===== config.mk =====
export PLATFORM = sky130hd
export DESIGN_NAME = spi_arbiter_flat
export DESIGN_NICKNAME = d
export VERILOG_FILES = /design/src/rtl/spi_arbiter_if.sv /design/src/rtl/spi_arbiter.sv /design/src/flat_wrapper.sv
export SDC_FILE = /design/constraint.sdc
export NUM_CORES = 1
export LEC_CHECK = 0
export ABC_AREA = 0
export BUFFER_PORTS_ARGS = -buffer_cell sky130_fd_sc_hd__buf_4
export CORE_UTILIZATION = 46
export CTS_CLUSTER_DIAMETER = 120
export CTS_CLUSTER_SIZE = 25
export DETAILED_ROUTE_END_ITERATION = 6
export PLACE_DENSITY = 0.78
export SETUP_SLACK_MARGIN = 0.15
export SYNTH_ARGS = -nofsm -noshare
export SYNTH_HDL_FRONTEND = slang
export SYNTH_SLANG_ARGS = --single-unit

===== constraint.sdc =====
create_clock -name clk -period 2.3 [get_ports clk]
set_input_delay 0.23 -clock clk [delete_from_list [all_inputs] [get_ports clk]]
set_output_delay 0.23 -clock clk [all_outputs]
set_load 0.005 [all_outputs]

===== src/rtl/spi_arbiter_if.sv =====
// Requester-side and SPI-master-side signal bundle for spi_arbiter.
// The slave modport is the arbiter's view; master is the view of the surrounding logic.
interface spi_arbiter_if;
    logic [2:0]  req;
    logic [15:0] req_data0;
    logic [15:0] req_data1;
    logic [15:0] req_data2;
    logic [2:0]  req_ss0;
    logic [2:0]  req_ss1;
    logic [2:0]  req_ss2;
    logic [2:0]  gnt;
    logic [2:0]  done;
    logic [15:0] rdata;
    logic        timeout_err;
    logic        wrt_SPI;
    logic [15:0] SPI_data;
    logic [2:0]  ss;
    logic        SPI_done;
    logic [15:0] SPI_rdata;

    modport slave (
        input  req, req_data0, req_data1, req_data2, req_ss0, req_ss1, req_ss2,
        input  SPI_done, SPI_rdata,
        output gnt, done, rdata, timeout_err, wrt_SPI, SPI_data, ss
    );

    modport master (
        output req, req_data0, req_data1, req_data2, req_ss0, req_ss1, req_ss2,
        output SPI_done, SPI_rdata,
        input  gnt, done, rdata, timeout_err, wrt_SPI, SPI_data, ss
    );
endinterface


===== src/rtl/spi_arbiter.sv =====
// Three-way arbiter in front of the single SPI master, with a transaction watchdog.
// Define SPI_ARB_FIXED_PRIO_EN for fixed priority (req[0] highest); round-robin otherwise.
module spi_arbiter #(
    parameter int TIMEOUT_CYC = 1024
) (
    input  logic         clk,
    input  logic         rst_n,
    spi_arbiter_if.slave bus
);
    localparam int CNT_W = $clog2(TIMEOUT_CYC);
    localparam logic [CNT_W-1:0] CNT_LAST = CNT_W'(TIMEOUT_CYC - 1);

    typedef enum logic [1:0] {IDLE, LAUNCH, BUSY, RELEASE} state_t;

    state_t           state_q, state_d;
    logic [2:0]       gnt_q, gnt_d;
    logic [2:0]       done_q, done_d;
    logic             timeout_err_q, timeout_err_d;
    logic [15:0]      spi_data_q, spi_data_d;
    logic [2:0]       ss_q, ss_d;
    logic [15:0]      rdata_q, rdata_d;
    logic [CNT_W-1:0] cnt_q, cnt_d;
    logic [2:0]       win;
    logic             timeout_hit;

`ifdef SPI_ARB_FIXED_PRIO_EN
    always_comb begin
        win = 3'b000;
        if (bus.req[0])      win = 3'b001;
        else if (bus.req[1]) win = 3'b010;
        else if (bus.req[2]) win = 3'b100;
    end
`else
    logic [1:0] ptr_q, ptr_d;
    logic [2:0] rot;
    logic [2:0] pick;

    // Rotate so that bit 0 is the pointed-to requester, pick the lowest set bit, rotate back.
    always_comb begin
        case (ptr_q)
            2'd1:    rot = {bus.req[0], bus.req[2], bus.req[1]};
            2'd2:    rot = {bus.req[1], bus.req[0], bus.req[2]};
            default: rot = bus.req;
        endcase
        pick = 3'b000;
        if (rot[0])      pick = 3'b001;
        else if (rot[1]) pick = 3'b010;
        else if (rot[2]) pick = 3'b100;
        case (ptr_q)
            2'd1:    win = {pick[1], pick[0], pick[2]};
            2'd2:    win = {pick[0], pick[2], pick[1]};
            default: win = pick;
        endcase
    end

    always_comb begin
        ptr_d = ptr_q;
        if (state_q == RELEASE) begin
            if (done_q[0])      ptr_d = 2'd1;
            else if (done_q[1]) ptr_d = 2'd2;
            else                ptr_d = 2'd0;
        end
    end

    always_ff @(posedge clk) begin
        if (!rst_n) ptr_q <= 2'd0;
        else        ptr_q <= ptr_d;
    end
`endif

    assign timeout_hit = (cnt_q == CNT_LAST);

    always_ff @(posedge clk) begin
        if (!rst_n) begin
            state_q       <= IDLE;
            gnt_q         <= 3'b000;
            done_q        <= 3'b000;
            timeout_err_q <= 1'b0;
            spi_data_q    <= 16'h0000;
            ss_q          <= 3'b000;
            rdata_q       <= 16'h0000;
            cnt_q         <= '0;
        end else begin
            state_q       <= state_d;
            gnt_q         <= gnt_d;
            done_q        <= done_d;
            timeout_err_q <= timeout_err_d;
            spi_data_q    <= spi_data_d;
            ss_q          <= ss_d;
            rdata_q       <= rdata_d;
            cnt_q         <= cnt_d;
        end
    end

    always_comb begin
        state_d = state_q;
        case (state_q)
            IDLE:    if (win != 3'b000) state_d = LAUNCH;
            LAUNCH:  state_d = BUSY;
            BUSY:    if (bus.SPI_done || timeout_hit) state_d = RELEASE;
            RELEASE: state_d = IDLE;
            default: state_d = IDLE;
        endcase
    end

    // SPI_done takes precedence over the watchdog when both land in the same cycle.
    always_comb begin
        gnt_d         = gnt_q;
        done_d        = 3'b000;
        timeout_err_d = 1'b0;
        spi_data_d    = spi_data_q;
        ss_d          = ss_q;
        rdata_d       = rdata_q;
        cnt_d         = cnt_q;
        case (state_q)
            IDLE: begin
                if (win != 3'b000) begin
                    gnt_d      = win;
                    spi_data_d = ({16{win[0]}} & bus.req_data0) |
                                 ({16{win[1]}} & bus.req_data1) |
                                 ({16{win[2]}} & bus.req_data2);
                    ss_d       = ({3{win[0]}} & bus.req_ss0) |
                                 ({3{win[1]}} & bus.req_ss1) |
                                 ({3{win[2]}} & bus.req_ss2);
                    cnt_d      = '0;
                end
            end
            BUSY: begin
                if (bus.SPI_done) begin
                    rdata_d = bus.SPI_rdata;
                    done_d  = gnt_q;
                    gnt_d   = 3'b000;
                end else if (timeout_hit) begin
                    rdata_d       = 16'hFFFF;
                    done_d        = gnt_q;
                    timeout_err_d = 1'b1;
                    gnt_d         = 3'b000;
                end else begin
                    cnt_d = cnt_q + CNT_W'(1);
                end
            end
            default: ;
        endcase
    end

    assign bus.wrt_SPI     = (state_q == LAUNCH);
    assign bus.gnt         = gnt_q;
    assign bus.done        = done_q;
    assign bus.timeout_err = timeout_err_q;
    assign bus.SPI_data    = spi_data_q;
    assign bus.ss          = ss_q;
    assign bus.rdata       = rdata_q;
endmodule

===== src/flat_wrapper.sv =====
// flat-port wrapper written by rule: the top's interface ports become plain ports
module spi_arbiter_flat 
#(
    parameter int TIMEOUT_CYC = 1024
)
  (clk, rst_n, bus_req, bus_req_data0, bus_req_data1, bus_req_data2, bus_req_ss0, bus_req_ss1, bus_req_ss2, bus_SPI_done, bus_SPI_rdata, bus_gnt, bus_done, bus_rdata, bus_timeout_err, bus_wrt_SPI, bus_SPI_data, bus_ss);
  spi_arbiter_if bus_i ();
  input  logic clk;
  input  logic rst_n;
  input wire logic [$bits(bus_i.req)-1:0] bus_req;
  input wire logic [$bits(bus_i.req_data0)-1:0] bus_req_data0;
  input wire logic [$bits(bus_i.req_data1)-1:0] bus_req_data1;
  input wire logic [$bits(bus_i.req_data2)-1:0] bus_req_data2;
  input wire logic [$bits(bus_i.req_ss0)-1:0] bus_req_ss0;
  input wire logic [$bits(bus_i.req_ss1)-1:0] bus_req_ss1;
  input wire logic [$bits(bus_i.req_ss2)-1:0] bus_req_ss2;
  input wire logic [$bits(bus_i.SPI_done)-1:0] bus_SPI_done;
  input wire logic [$bits(bus_i.SPI_rdata)-1:0] bus_SPI_rdata;
  output wire logic [$bits(bus_i.gnt)-1:0] bus_gnt;
  output wire logic [$bits(bus_i.done)-1:0] bus_done;
  output wire logic [$bits(bus_i.rdata)-1:0] bus_rdata;
  output wire logic [$bits(bus_i.timeout_err)-1:0] bus_timeout_err;
  output wire logic [$bits(bus_i.wrt_SPI)-1:0] bus_wrt_SPI;
  output wire logic [$bits(bus_i.SPI_data)-1:0] bus_SPI_data;
  output wire logic [$bits(bus_i.ss)-1:0] bus_ss;
  assign bus_i.req = bus_req;
  assign bus_i.req_data0 = bus_req_data0;
  assign bus_i.req_data1 = bus_req_data1;
  assign bus_i.req_data2 = bus_req_data2;
  assign bus_i.req_ss0 = bus_req_ss0;
  assign bus_i.req_ss1 = bus_req_ss1;
  assign bus_i.req_ss2 = bus_req_ss2;
  assign bus_i.SPI_done = bus_SPI_done;
  assign bus_i.SPI_rdata = bus_SPI_rdata;
  assign bus_gnt = bus_i.gnt;
  assign bus_done = bus_i.done;
  assign bus_rdata = bus_i.rdata;
  assign bus_timeout_err = bus_i.timeout_err;
  assign bus_wrt_SPI = bus_i.wrt_SPI;
  assign bus_SPI_data = bus_i.SPI_data;
  assign bus_ss = bus_i.ss;
  spi_arbiter #(.TIMEOUT_CYC(TIMEOUT_CYC)) u_core (.clk(clk), .rst_n(rst_n), .bus(bus_i));
endmodule

After elaboration in Yosys (flattened, before gate mapping)
Index checks and enable logic that the tools add are counted.
{"block": "op_classes", "add_sub_neg": 1, "eq_ne": 11, "muxes": 23, "bitwise": 12, "n_reduce_logical": 12}
{"operator": "$and 16x16->16", "n": 3}
{"operator": "$mux 16", "n": 2}
{"operator": "$or 16x16->16", "n": 2}
{"operator": "$mux 10", "n": 3}
{"operator": "$mux 3", "n": 8}
{"operator": "$pmux 10 s2", "n": 1}
{"operator": "$pmux 3 s2", "n": 3}
{"operator": "$add 10x1->10 const B", "n": 1}
{"operator": "$eq 10x10->1 const B", "n": 1}
{"operator": "$and 3x3->3", "n": 3}
{"operator": "$mux 2", "n": 4}
{"operator": "$pmux 2 s4", "n": 1}
{"operator": "$reduce_and 2->1", "n": 4}
{"operator": "$eq 2x2->1 const B", "n": 3}
{"operator": "$or 3x3->3", "n": 2}
{"operator": "$eq 2x1->1 const B", "n": 2}
{"operator": "$ne 2x1->1 const B", "n": 2}
{"operator": "$ne 2x2->1 const B", "n": 2}
{"operator": "$reduce_and 4->1", "n": 1}
{"operator": "$reduce_bool 2->1", "n": 2}
{"operator": "$ne 3x2->1 const B", "n": 1}
{"operator": "$reduce_and 3->1", "n": 1}
{"operator": "$reduce_bool 3->1", "n": 1}
{"operator": "$reduce_or 3->1", "n": 1}
{"operator": "4 further kinds", "n": 5}
{"block": "totals", "regBits": 56, "output_inout_bits": 43}

Longest topological paths before layout
{"block": "depth", "depth_word": 9, "ltp_mapped": 9}

Least setup slack after synthesis
Ideal clock, no wire load.
{"block": "synth_timing", "kind": "reg2reg", "startpoint": "reg u_core.ptr_q[0]", "endpoint": "reg u_core.spi_data_q[10] (netlist: u_core.bus.SPI_data[10])", "setup_ns": 0.129, "arrival_ns": 1.774, "slack_ns": 0.397, "path_stages_with_launch": 10, "path_buffers": 2, "cell_sequence": "dfxtp_1 -> inv_1 -> ha_1 -> nor3_2 -> nor2_1 -> and3_1 -> buf_2 -> buf_4 -> a32oi_1 -> o21ai_0"}
{"block": "synth_between", "elab_chain_cells": 9, "elab_cells_between_ends": 14, "cone_classes": "eq/ne (2); mux (5); bitwise (5); reduce/logical (2)"}
{"item": "start: declaration", "line_no": "spi_arbiter.sv:34", "source": "logic [1:0] ptr_q, ptr_d;"}
{"item": "start signal: assignment", "line_no": "spi_arbiter.sv:67", "source": "else ptr_q <= ptr_d;"}
{"item": "$eq 2x2->1 / $eq 2x1->1 (equally long branches)", "line_no": "spi_arbiter.sv:40, spi_arbiter.sv:49"}
{"item": "$pmux 3 s2", "line_no": "spi_arbiter.sv:40", "source": "case (ptr_q)"}
{"item": "$mux 3", "line_no": "spi_arbiter.sv:48", "source": "else if (rot[2]) pick = 3'b100;"}
{"item": "$mux 3", "line_no": "spi_arbiter.sv:47", "source": "else if (rot[1]) pick = 3'b010;"}
{"item": "$mux 3", "line_no": "spi_arbiter.sv:46", "source": "if (rot[0]) pick = 3'b001;"}
{"item": "$pmux 3 s2 (*)", "line_no": "spi_arbiter.sv:49", "source": "case (ptr_q)"}
{"item": "$and 16x16->16 (on tied branches)", "line_no": "spi_arbiter.sv:119, spi_arbiter.sv:120"}
{"item": "$or 16x16->16", "line_no": "spi_arbiter.sv:119", "source": "spi_data_d = ({16{win[0]}} & bus.req_data0) |"}
{"item": "$or 16x16->16", "line_no": "spi_arbiter.sv:120", "source": "({16{win[1]}} & bus.req_data1) |"}
{"item": "end signal: assignment", "line_no": "spi_arbiter.sv:88", "source": "spi_data_q <= spi_data_d;"}
{"item": "end: declaration", "line_no": "spi_arbiter.sv:19", "source": "logic [15:0] spi_data_q, spi_data_d;"}
Mark *: on every way between the ends. The rest lies on a longest branch, timed or not.
A chain may end at the register's enable or synchronous reset.

Worst setup path after layout
{"block": "layout_timing", "startpoint": "reg u_core.ptr_q[0]", "endpoint": "reg u_core.spi_data_q[8] (netlist: u_core.bus.SPI_data[8])"}
Same word-level chain as after synthesis.

==> summary.txt <==
Status
  – Status: finished clean

Setup path
  – Critical path cell sequence: inv_1 > ha_2 > nand2b_1 > o21ai_1 > a311o_2 > a32oi_1 > o21ai_0
  – Crit path buffers/inverters: 1
  – Worst-path fanout max: 10
  – CP max stage cell: a311o_2
  – Crit. End Element: flip-flop
  – Critical setup path kind: reg2reg
  – R2r setup slk: 0.27 ns
  – Slowest cell delay on critical path: 0.51 ns
  – Data required time of the critical path: 2.51 ns
  – Crit start category: flip-flop
  – Delay-heaviest family, CP: compound AO/OA/AOI/OAI gates
  – WP data arrival: 2.24 ns

Logic synthesis
  – Synth area leader: dfxtp_1
  – Synth Register Bits: 56
  – Post-synth EDFFs: 0
  – Mean Syn Cell Area: 9.64 µm²
  – Post-synthesis cell count: 265
  – Primary FF master, synth: dfxtp_1
  – Asr flop ratio synth: 0%
  – Syn Nets: 352
  – Ranking of synthesized cells by area: dfxtp_1, o221a_2, a32oi_1
  – Top cell type's share of synthesized area: 43.9%
  – Register area share after synthesis: 43.9%
  – Yosys cell types: 45
  – Yosys warns: 0
  – Synthesized cell area: 2550 µm²

STA
  – Fmax: 493 MHz
  – Worst hold slack: 0.140 ns
  – Rel. slew slack: 72.5%
  – Slew @ Worst Pin: 0.413 ns
  – Final setup violation count: 0
  – Period minus WS final: 2.03 ns
  – Final setup TNS: 0 ns
  – RSZ-0062 raised after global routing: yes
  – Crit share post-route: 88.3%
  – PnR worst setup slack: 0.270 ns
  – Final hold vios: 0
  – Setup Skew: 0.00708 ns
  – Max Slew Vio Count: 0

Min path
  – Hold Path Class: in2reg

Floorplan
  – Die area: 5860 µm²
  – Width of the die: 76.5 µm
  – Core Area: 5240 µm²
  – IO Pins: 122
  – Initial Utilization: 48.8%
  – Die H: 76.5 µm
  – Std-Cell Rows: 26

Place
  – Port Buffers: 121
  – Post-Place Worst Slack: 0.0558 ns
  – GP Congestion: 0.847
  – Dpl hpwl: 4.88 mm

GRT
  – First-pass GRT wire length: 11.5 mm
  – Initial antenna violation count: 0
  – Largest net degree at the start of global routing: 46
  – Vias in the first global route: 2464
  – Tot GR Track Use: 24.0%
  – Grt ovf: 0

Finish
  – Area of the multi-input gates: 1350 µm²
  – Final #Nets: 468
  – Area grow syn2layout: 43.1%
  – Layout filler cell count: 408
  – Sequential Area: 1120 µm²
  – Layout cell share with drive strength beyond 1: 42.9%
  – N_diodes: 0

Clock tree
  – Inserted Clock Buffers: 5
  – CTS tree: done
  – Total clock sinks: 56
  – Reg clk slew, reported paths: 0.10 ns
  – CTS Buffer Depth: 2
  – Worst-skew pair later-pin latency: 0.32 ns
  – CTS root buffer: clkbuf_8
  – Hold-fix buffers, CTS: 0
  – # Post-CTS Setup Buffers: 0
  – Htree depth: 2

Routing
  – Drt wl/cell: 15.4 µm
  – Post-route ant nets: 0
  – Routed via count: 2642
  – TritonRoute pass-1 iters: 5
  – Avg Vias per Cell: 5.85
  – Drt total wl: 6.94 mm
  – DRC: 0
  – Iteration-0 DRC count of the detailed router: 206

Power
  – Leakage: 1.57 nW
  – Peak supply drop: 0.392 mV
  – Pwr per Cell Area: 816 nW/µm²

Flow run
  – Max-cap violations: 0
## cell families after synthesis
group / after synthesis / share of synthesized area [%]
simple gates: 62 / 13.1
flops: 56 / 43.9
fa+ha+maj: 8 / 3.92
buf+inv: 28 / 4.70
mux: 1 / 0.392
compound gates: 110 / 34.0
## sequential cells by signal (all words and copies together) (netlist names)
| signal | flops |
|---|---|
| u_core.cnt_q | 10 |
| u_core.bus.done | 3 |
| u_core.bus.ss | 3 |
| u_core.bus.gnt | 3 |
| u_core.bus.timeout_err | 1 |
| u_core.bus.rdata | 16 |
| u_core.bus.SPI_data | 16 |
| u_core.ptr_q | 2 |
| u_core.state_q | 2 |
## cells in the final DEF (no fill, tap or decap), types with 3 or more instances in the layout
cell type and instances:
o21ai_1 3, nor2b_1 3, o32ai_1 4, buf_4 127, clkbuf_8 5, and3_1 3
o211ai_1 4, ha_1 6, nor2_1 11, o21a_1 3, nand2b_1 3, o31ai_1 3
o221a_2 16, a32oi_1 19, dfxtp_1 56, o21ai_0 21, o31a_1 3, a22oi_1 20
nand4_1 3, a21oi_1 3, nand2_1 14, nand3_1 11, inv_1 8
## final timing paths
| path | end | cells after the start | from |
|---|---|---|---|
| worst max-delay path | u_core.bus.SPI_data[8]$_SDFFE_PN0P_ | 7 | u_core.ptr_q[0]$_SDFFE_PN0N_ |
| worst min-delay path | u_core.bus.SPI_data[13]$_SDFFE_PN0P_ | 3 | bus_req_data2[13] |
| worst max register to register | u_core.bus.SPI_data[8]$_SDFFE_PN0P_ | 7 | u_core.ptr_q[0]$_SDFFE_PN0N_ |
| worst min register to register | u_core.bus.gnt[0]$_SDFFE_PN0P_ | 2 | u_core.bus.gnt[0]$_SDFFE_PN0P_ |
## power by group
part | internal (mW) | switching [mW] | total [mW] | leakage, nW
Clock | 0.330 | 0.332 | 0.663 | 0.0600
Combinational | 0.552 | 0.532 | 1.08 | 1.05
Sequential | 1.13 | 0.104 | 1.24 | 0.456
Total | 2.02 | 0.968 | 2.98 | 1.57
## what timing repair did
action	in CTS	in global routing
resized for setup	1	7
gates cloned	0	2
setup endpoints to repair	20	43
pin swaps	0	1
## synth_stat cells (4+ instances only)
library cell,count
o221a_2,16
and3_1,4
ha_1,8
clkbuf_1,12
nor2_1,11
o32ai_1,4
buf_2,6
a22oi_1,20
o21ai_0,22
a32oi_1,19
o211ai_1,4
inv_1,8
dfxtp_1,56
nand3_1,11
nand2_1,14
## per-layer routing
layer | vias to the layer above | share of wire, % | wire [µm] | GRT usage, %
met2 | 115 | 46 | 3230 | 39.2
met5 | - | 0 | 0 | 0
met3 | 11 | 8.0 | 558 | 6.35
li1 | 1282 | - | - | -
met1 | 1234 | 44 | 3020 | 30.7
met4 | 0 | 1.9 | 131 | 7.69
## metrics by stage
stage	total power, mW	util (%)	std cells	cell area, µm²
global placement	2.31	66.9	442	3510
floorplan	1.84	-	265	2550
detailed placement	2.33	66.9	442	3510
finish	2.98	69.8	452	3660
global route	3.17	69.8	452	3660
CTS	2.98	69.2	450	3620
## worst reg2reg max path, delay by kind of cell, from the launching register on
family / cells / cell delay (ns)
simple gates: 1 / 0.17
buf+inv: 1 / 0.06
compound gates: 4 / 0.98
flops: 1 / 0.36
fa+ha+maj: 1 / 0.36
## area by class of cell
type / count / share of cell area (%)
Sequential cell: 56 / 30.7
Clock buffer: 5 / 1.88
Clock inverter: 3 / 1.27
Inverter: 8 / 0.821
Timing Repair Buffer: 127 / 26.1
Multi-Input combinational cell: 183 / 36.9
Tap cell: 70 / 2.39
(Power assumes the default switching activity.)
